### config.mk
export PLATFORM = sky130hd
export DESIGN_NAME = imuldiv_mul_tag_frontend
export DESIGN_NICKNAME = d
export VERILOG_FILES = /design/src/rtl/imuldiv_pkg.sv /design/src/rtl/imuldiv_ReqFifo.sv /design/src/rtl/imuldiv_mul_tag_frontend.sv
export SDC_FILE = /design/constraint.sdc
export NUM_CORES = 1
export LEC_CHECK = 0
export ABC_AREA = 0
export CORE_AREA = 10 10 73 91
export CTS_BUF_LIST = sky130_fd_sc_hd__clkbuf_8
export DETAILED_ROUTE_END_ITERATION = 10
export DIE_AREA = 0 0 83 101
export PLACE_DENSITY = 0.71
export RECOVER_POWER = 50
export SLEW_MARGIN = 10
export SYNTH_ARGS = -nofsm -noshare
export SYNTH_HDL_FRONTEND = slang
export SYNTH_HIERARCHICAL = 1
export SYNTH_SLANG_ARGS = --single-unit
export TNS_END_PERCENT = 50
### constraint.sdc
create_clock -name clk -period 2.2 [get_ports clk]
set_input_delay 0.22 -clock clk [delete_from_list [all_inputs] [get_ports clk]]
set_output_delay 0.22 -clock clk [all_outputs]
set_load 0.01 [all_outputs]
### src/rtl/imuldiv_pkg.sv
// Shared constants and request/response record types for the imuldiv
// multiplier front-end and its request FIFO.
`timescale 1ns/1ps
package imuldiv_pkg;

  localparam int IMULDIV_WIDTH = 4;
  localparam int IMULDIV_TAG_W = 3;

  typedef struct packed {
    logic [IMULDIV_WIDTH-1:0] a;
    logic [IMULDIV_WIDTH-1:0] b;
    logic [IMULDIV_TAG_W-1:0] tag;
  } mul_req_t;

  typedef struct packed {
    logic [2*IMULDIV_WIDTH-1:0] result;
    logic [IMULDIV_TAG_W-1:0]   tag;
  } mul_resp_t;

endpackage

### src/rtl/imuldiv_ReqFifo.sv
// Val/rdy request FIFO, DEPTH entries of type T (power-of-two DEPTH >= 2).
// No bypass: an entry pushed on one edge is visible at the head on the next.
`timescale 1ns/1ps
module imuldiv_ReqFifo
  import imuldiv_pkg::*;
#(
  parameter type T     = mul_req_t,
  parameter int  DEPTH = 2
) (
  input  logic clk,
  input  logic reset,
  input  logic enq_val,
  output logic enq_rdy,
  input  T     enq_msg,
  output logic deq_val,
  input  logic deq_rdy,
  output T     deq_msg
);

  localparam int PW = $clog2(DEPTH);
  localparam int CW = PW + 1;

  T              mem [DEPTH];
  logic [PW-1:0] wr_ptr;
  logic [PW-1:0] rd_ptr;
  logic [CW-1:0] count;
  logic          push;
  logic          pop;

  // Ready looks only at the stored count, never at a same-cycle pop.
  assign enq_rdy = (count != CW'(DEPTH));
  assign deq_val = (count != '0);
  assign deq_msg = mem[rd_ptr];
  assign push    = enq_val && enq_rdy;
  assign pop     = deq_val && deq_rdy;

  always_ff @(posedge clk or posedge reset) begin
    if (reset) begin
      wr_ptr <= '0;
      rd_ptr <= '0;
      count  <= '0;
      for (int i = 0; i < DEPTH; i++) begin
        mem[i] <= '0;
      end
    end else begin
      if (push) begin
        mem[wr_ptr] <= enq_msg;
        wr_ptr      <= wr_ptr + 1'b1;
      end
      if (pop) begin
        rd_ptr <= rd_ptr + 1'b1;
      end
      if (push && !pop) begin
        count <= count + 1'b1;
      end else if (pop && !push) begin
        count <= count - 1'b1;
      end
    end
  end

endmodule

### src/rtl/imuldiv_mul_tag_frontend.sv
// Tagged request/response front-end around the iterative multiplier.
// Optional counters: define IMULDIV_MUL_TAG_FRONTEND_STATS_EN for stat_ops/stat_stall.
`timescale 1ns/1ps
module imuldiv_mul_tag_frontend
  import imuldiv_pkg::*;
#(
  parameter int WIDTH = IMULDIV_WIDTH,
  parameter int TAG_W = IMULDIV_TAG_W,
  parameter int DEPTH = 2
) (
  input  logic               clk,
  input  logic               reset,
  input  logic               req_val,
  output logic               req_rdy,
  input  logic [WIDTH-1:0]   req_msg_a,
  input  logic [WIDTH-1:0]   req_msg_b,
  input  logic [TAG_W-1:0]   req_msg_tag,
  output logic               mulreq_val,
  input  logic               mulreq_rdy,
  output logic [WIDTH-1:0]   mulreq_msg_a,
  output logic [WIDTH-1:0]   mulreq_msg_b,
  input  logic               mulresp_val,
  output logic               mulresp_rdy,
  input  logic [2*WIDTH-1:0] mulresp_msg_result,
  output logic               resp_val,
  input  logic               resp_rdy,
  output logic [2*WIDTH-1:0] resp_msg_result,
  output logic [TAG_W-1:0]   resp_msg_tag
`ifdef IMULDIV_MUL_TAG_FRONTEND_STATS_EN
  ,
  output logic [31:0]        stat_ops,
  output logic [31:0]        stat_stall
`endif
);

  typedef struct packed {
    logic [WIDTH-1:0] a;
    logic [WIDTH-1:0] b;
    logic [TAG_W-1:0] tag;
  } req_t;

  req_t               enq_msg;
  req_t               head;
  logic               fifo_val;
  logic               fifo_pop_rdy;
  logic               issue;
  logic               capture;
  logic               resp_fire;
  logic               inflight;
  logic [TAG_W-1:0]   tag_reg;
  logic               out_valid;
  logic [2*WIDTH-1:0] out_result;
  logic [TAG_W-1:0]   out_tag;

  assign enq_msg = '{a: req_msg_a, b: req_msg_b, tag: req_msg_tag};

  imuldiv_ReqFifo #(
    .T     (req_t),
    .DEPTH (DEPTH)
  ) u_req_fifo (
    .clk     (clk),
    .reset   (reset),
    .enq_val (req_val),
    .enq_rdy (req_rdy),
    .enq_msg (enq_msg),
    .deq_val (fifo_val),
    .deq_rdy (fifo_pop_rdy),
    .deq_msg (head)
  );

  // Only one operation may sit in the multiplier, so the head is held back while one is in flight.
  assign mulreq_val   = fifo_val && !inflight;
  assign fifo_pop_rdy = mulreq_rdy && !inflight;
  assign mulreq_msg_a = head.a;
  assign mulreq_msg_b = head.b;
  assign issue        = mulreq_val && mulreq_rdy;

  // A result arriving with nothing in flight has no tag to pair with and is dropped.
  assign mulresp_rdy  = !out_valid || resp_rdy;
  assign capture      = mulresp_val && mulresp_rdy && inflight;
  assign resp_fire    = out_valid && resp_rdy;

  assign resp_val        = out_valid;
  assign resp_msg_result = out_result;
  assign resp_msg_tag    = out_tag;

  always_ff @(posedge clk or posedge reset) begin
    if (reset) begin
      inflight <= 1'b0;
      tag_reg  <= '0;
    end else if (issue) begin
      inflight <= 1'b1;
      tag_reg  <= head.tag;
    end else if (capture) begin
      inflight <= 1'b0;
    end
  end

  always_ff @(posedge clk or posedge reset) begin
    if (reset) begin
      out_valid  <= 1'b0;
      out_result <= '0;
      out_tag    <= '0;
    end else if (capture) begin
      out_valid  <= 1'b1;
      out_result <= mulresp_msg_result;
      out_tag    <= tag_reg;
    end else if (resp_fire) begin
      out_valid  <= 1'b0;
    end
  end

  assert property (@(posedge clk) disable iff (reset) !(mulresp_val && !inflight));

`ifdef IMULDIV_MUL_TAG_FRONTEND_STATS_EN
  always_ff @(posedge clk or posedge reset) begin
    if (reset) begin
      stat_ops   <= '0;
      stat_stall <= '0;
    end else begin
      if (resp_fire) begin
        stat_ops <= stat_ops + 32'd1;
      end
      if (out_valid && !resp_rdy) begin
        stat_stall <= stat_stall + 32'd1;
      end
    end
  end
`endif

endmodule

Word-level counts from Yosys, hierarchy flattened --
Cells that the tools add are included.
Storage, ports and cells: bits in registers 42, bits of input ports 25, output and inout port bits 23, logic and storage cells 56
Operators by class: $add $sub $neg 4, order comparisons 3, equal/unequal tests 1, muxes and demuxes 12, bitwise logic cells 2, reductions and logical operators 20
Operator list (number):
- 11-bit two-way mux | 4
- 22-bit bitwise mux | 1
- 11-bit demux with 1-bit select | 1
- 1-bit logical AND | 11
- 2-bit nonzero test | 4
- 2-bit >= comparator (second input constant) | 2
- 1-bit zero test | 4
- 1-bit two-way mux | 4
- 2-bit two-way mux | 2
- 1-bit inverter with 2-bit output | 2
- 1-bit adder (second input constant) | 2
- 2-bit by 1-bit adder with 2-bit output (second input constant) | 1
- 2-bit by 1-bit < comparator with 1-bit output (second input constant) | 1
- 2-bit != test (second input constant) | 1
- 2-bit by 1-bit subtractor with 2-bit output (second input constant) | 1
- 1-bit logical OR | 1

Depth between registers and ports, before layout --
depth after elaboration 6, mapped depth 6, gate-level depth less buffers 6

Hierarchy --
The synthesis kept the hierarchy.
Modules (own cells, without submodules):
- imuldiv_ReqFifo | times used 1, cells an instance 76, area each 1222.4 um^2
- imuldiv_mul_tag_frontend | times used 1, cells an instance 41, area each 678.2 um^2

Worst setup path before layout --
OpenSTA, ideal clock, no wires.
kind reg2reg, start register u_req_fifo.count[0], end register u_req_fifo.count[1], library setup time 79 ps, data arrival time 1353 ps, slack 768 ps, stages on the path, launching flop included 6, buffers on the path 0, path through dfrtp_1 -> nand2b_4 -> and2_2 -> ha_1 -> nor2_1 -> xor2_1
Between the ends: word-level cells in the longest chain between the ends 5, elaborated cells between the ends (all ways) 13, those cells by class add/sub (2); eq/ne (1); mux (2); reduce/logical (8)
Ends and longest elaborated chain:
- start, declared | RTL line imuldiv_ReqFifo.sv:26 | logic [CW-1:0] count;
- start signal, assigned | RTL line imuldiv_ReqFifo.sv:54 | count <= count + 1'b1;
- start signal, assigned | RTL line imuldiv_ReqFifo.sv:56 | count <= count - 1'b1;
- 2-bit != test * | RTL line imuldiv_ReqFifo.sv:31 | assign enq_rdy = (count != CW'(DEPTH));
- named net req_rdy | RTL line imuldiv_mul_tag_frontend.sv:14 | output logic req_rdy,
- 1-bit logical AND * | RTL line imuldiv_ReqFifo.sv:34 | assign push = enq_val && enq_rdy;
- named net u_req_fifo.push | RTL line imuldiv_ReqFifo.sv:27 | logic push;
- 1-bit zero test | RTL line imuldiv_ReqFifo.sv:55 | end else if (pop && !push) begin
- 1-bit logical AND | RTL line imuldiv_ReqFifo.sv:55
- 2-bit nonzero test (no source line)
Mark *: on every way through the listed nets, which the timed path passes. The rest lies on a longest branch. The select of a mux whose other input is x is not followed. A chain may end at the register's enable or synchronous reset.

Final worst setup path --
start register u_req_fifo.rd_ptr, end output mulreq_msg_b[2]
Between the ends: word-level cells in the longest chain between the ends 4
Ends and longest elaborated chain:
- start, declared | RTL line imuldiv_ReqFifo.sv:25 | logic [PW-1:0] rd_ptr;
- start signal, assigned | RTL line imuldiv_ReqFifo.sv:51 | rd_ptr <= rd_ptr + 1'b1;
- 1-bit inverter with 2-bit output (implied by the code) | RTL line imuldiv_ReqFifo.sv:33 | assign deq_msg = mem[rd_ptr];
- 11-bit two-way mux (implied by the code) (3 in series) | RTL line imuldiv_ReqFifo.sv:33
- end, declared | RTL line imuldiv_mul_tag_frontend.sv:21 | output logic [WIDTH-1:0] mulreq_msg_b,
Every way passes these cells. The select of a mux whose other input is x is not followed.

==> results.tsv <==
stage	metric	value	unit
outcome	status	complete, no violations	
clock_network	cts_inserted_buffers	5	
global_route	grt_max_degree	27	
yosys	ys_seq_area_frac	0.553	
global_route	grt_pass1_wl	6470	um
worst_setup_path	critPathMaxFanout	12	
yosys	yosys_warnings	6	
worst_setup_path	max_stage_delay	0.67	ns
floorplanning	core	4930	um2
placement	port_buffers	47	
job	drv_cap	0	
power_and_ir_drop	pwr_density_cell	1510	nW/um2
floorplanning	die_h	101	um
sta	maxSlewViolCount	0	
power_and_ir_drop	swShare	0.293	
worst_setup_path	critical_path.top_delay_family	flip-flops	
final_layout	largest_reg_flops	22	
placement	hpwl	2790	um
sta	min_period_over_period	0.941	
clock_network	path_clk_slew	0.08	ns
final_layout	syn2layout_area_growth	30.3	%
sta	rsz0062_at_grt	no	
final_layout	top_register	u_req_fifo/mem	
sta	post-route-min-period	2.07	ns
clock_network	clock_sinks	42	
final_layout	drive_gt1_frac	0.355	
route	vias_per_cell	4.81	
global_route	grt_pass1_vias	1248	
floorplanning	initial_core_util	0.385	
worst_setup_path	cp-start-kind	flop	
final_layout	stdcell_area	2480	um2
clock_network	cts-root-buf	clkbuf_8	
sta	clock_skew	0.00586	ns
worst_setup_path	r2r_cells	3	
worst_setup_path	rrSetupSlack	0.51	ns
yosys	synth-seq-cells	42	
sta	relSlewSlack	0.0876	
min_path	hold_path_class	input port to asynchronous set/reset pin	
sta	max_freq	483	MHz
route	antenna_left	0	
sta	tightest_slew	1.37	ns
placement	gp_congestion	0.754	
clock_network	clk_path_buf_depth	2	
route	firstDrtPassIters	2	
final_layout	n_antenna_cell	0	
power_and_ir_drop	combPwrFrac	0.460	
yosys	synthesis.nets	143	
global_route	gr-usage-all-layers	0.0936	
floorplanning	ios	48	
yosys	syn_avg_cell_area	16.2	um2
power_and_ir_drop	power.leakage	1.07	nW
global_route	grt-ovfl-total	0	
worst_setup_path	critPathArrivalTime	1.85	ns
sta	fin_setup_tns	0	ns
clock_network	cts_resized	0	
clock_network	htree_levels	2	
floorplanning	rows	29	
clock_network	postCtsHoldBufs	0	
power_and_ir_drop	p_sw	1.10	mW
sta	setup_viol	0	
power_and_ir_drop	ir_drop	0.000700	V
final_layout	ff_latch_area	1050	um2
worst_setup_path	path_cells	mux2_2 > clkdlybuf4s50_1	
power_and_ir_drop	p_seq_frac	0.383	
clock_network	clk_latency	0.29	ns
worst_setup_path	cpMaxStageDelayCell	dfrtp_1	
worst_setup_path	path_class	flop to output port	
power_and_ir_drop	intPower	2.65	mW
yosys	synth_area	1900	um2
route	drt_iter0_drc	28	
yosys	synthCells	117	
worst_setup_path	critPathBufInv	1	
route	drc_errors	0	
worst_setup_path	cp.depth	2	
placement	place_area	2400	um2
worst_setup_path	required	1.98	ns
placement	pre_cts_ws	0.450	ns
route	wl	3810	um
final_layout	multi_input_area	758	um2
route	num_vias	1110	
sta	fin_ws	0.130	ns
clock_network	cts_setup_buffers	0	
worst_setup_path	end_kind	output port	
floorplanning	die-area	8380	um2
yosys	ys_types	21	
global_route	antenna_found_initial	0	
final_layout	nFillCells	456	
floorplanning	die_x	83	um
route	wl_per_cell	16.5	um
sta	finalHoldViolCount	0	
final_layout	fin_nets	194	
clock_network	cts_tree	yes	
power_and_ir_drop	pwr-share-clk	0.157	
-- cell families (layout without fill, tap and decap cells) --
logic type / after synthesis / after routing / synth area share
AO/OA/AOI/OAI: 1 / 1 / 0.00263
multiplexers: 47 / 47 / 0.316
flip-flops: 42 / 42 / 0.553
XOR/XNOR: 5 / 5 / 0.0230
buffers and inverters: 6 / 58 / 0.0336
adder cells (fa/ha/maj): 1 / 1 / 0.00658
AND/OR/NAND/NOR: 15 / 15 / 0.0652
-- stage by stage --
step                      total power [mW]  hold WS, ns   util  std cells
after floorplan                       2.56        0.134      -        117
after global routing                  4.00        0.519  0.502        231
after global placement                3.17        0.479  0.486        223
final                                 3.75        0.468  0.502        231
after CTS                             3.85        0.328  0.508        231
after detailed placement              3.23        0.489  0.486        223
-- area by class of cell --
type / instances / share of cell area
timing repair buffer: 48 / 0.191
tap: 62 / 0.0313
inverter: 2 / 0.00303
sequential: 42 / 0.424
multi-input combinational: 69 / 0.306
clock buffer: 5 / 0.0278
clock inverter: 3 / 0.0162
-- path summary, 6_finish.rpt --
| check | start | endpoint |
|---|---|---|
| max in group asynchronous | reset | u_req_fifo/mem[0] |
| max reg2reg | resp_val | resp_msg_result[3] |
| min | reset | resp_msg_tag[2] |
| max | u_req_fifo/rd_ptr | mulreq_msg_b[2] |
| min reg2reg | u_req_fifo/count[1] | u_req_fifo/count[1] |
| min in group clk | u_req_fifo/count[1] | u_req_fifo/count[1] |
-- cell usage after synthesis --
cell      number  area share
ha_1           1      0.0066
and2_2         1      0.0040
nor2b_1        2      0.0066
dfrtp_1       42        0.55
buf_6          1      0.0059
nor2b_4        1      0.0072
a21oi_1        1      0.0026
buf_2          1      0.0026
nand2_2        1      0.0033
buf_12         2       0.021
xor2_1         3       0.014
nor2_1         2      0.0040
inv_1          2      0.0040
nand2_1        3      0.0059
xnor2_1        2      0.0092
or2_2          1      0.0033
mux2_2        28        0.17
nand3b_4       1       0.011
mux2_4        19        0.15
and3_4         1      0.0059
nand2b_4       2       0.014
-- cell usage in the layout (no fill, tap or decap), types with 2 or more instances in the layout --
| cell | Yosys | final |
|---|---|---|
| nor2_1 | 2 | 2 |
| clkinv_2 | 0 | 2 |
| clkdlybuf4s50_1 | 0 | 46 |
| mux2_4 | 19 | 19 |
| xor2_1 | 3 | 3 |
| nand2_1 | 3 | 4 |
| mux2_2 | 28 | 28 |
| dfrtp_1 | 42 | 42 |
| xnor2_1 | 2 | 2 |
| clkbuf_8 | 0 | 5 |
| inv_1 | 2 | 2 |
| nor2b_1 | 2 | 2 |
-- power groups by stage --
stage | Clock (mW) | Combinational [mW] | Sequential (mW)
final | 0.588 | 1.72 | 1.44
after global routing | 0.656 | 1.86 | 1.48
after CTS | 0.615 | 1.79 | 1.45
after detailed placement | 0 | 1.78 | 1.45
after global placement | 0 | 1.74 | 1.43
after floorplan | 0 | 1.15 | 1.41
-- worst reg2reg max path: cells and delay by family, from the launching register on --
kind          cells  cell delay [ns]
flops             1             0.42
simple gates      2             0.75
mux               1             0.41
-- per-layer routing --
layer / up-vias / routed length (um) / GRT usage
li1: 507 / - / -
met1: 548 / 1740 / 0.113
met2: 49 / 1680 / 0.142
met3: 6 / 346 / 0.0453
met4: 0 / 43 / 0.0315
met5: - / 0 / 0
No activity file was read; power rests on OpenSTA's default activity.
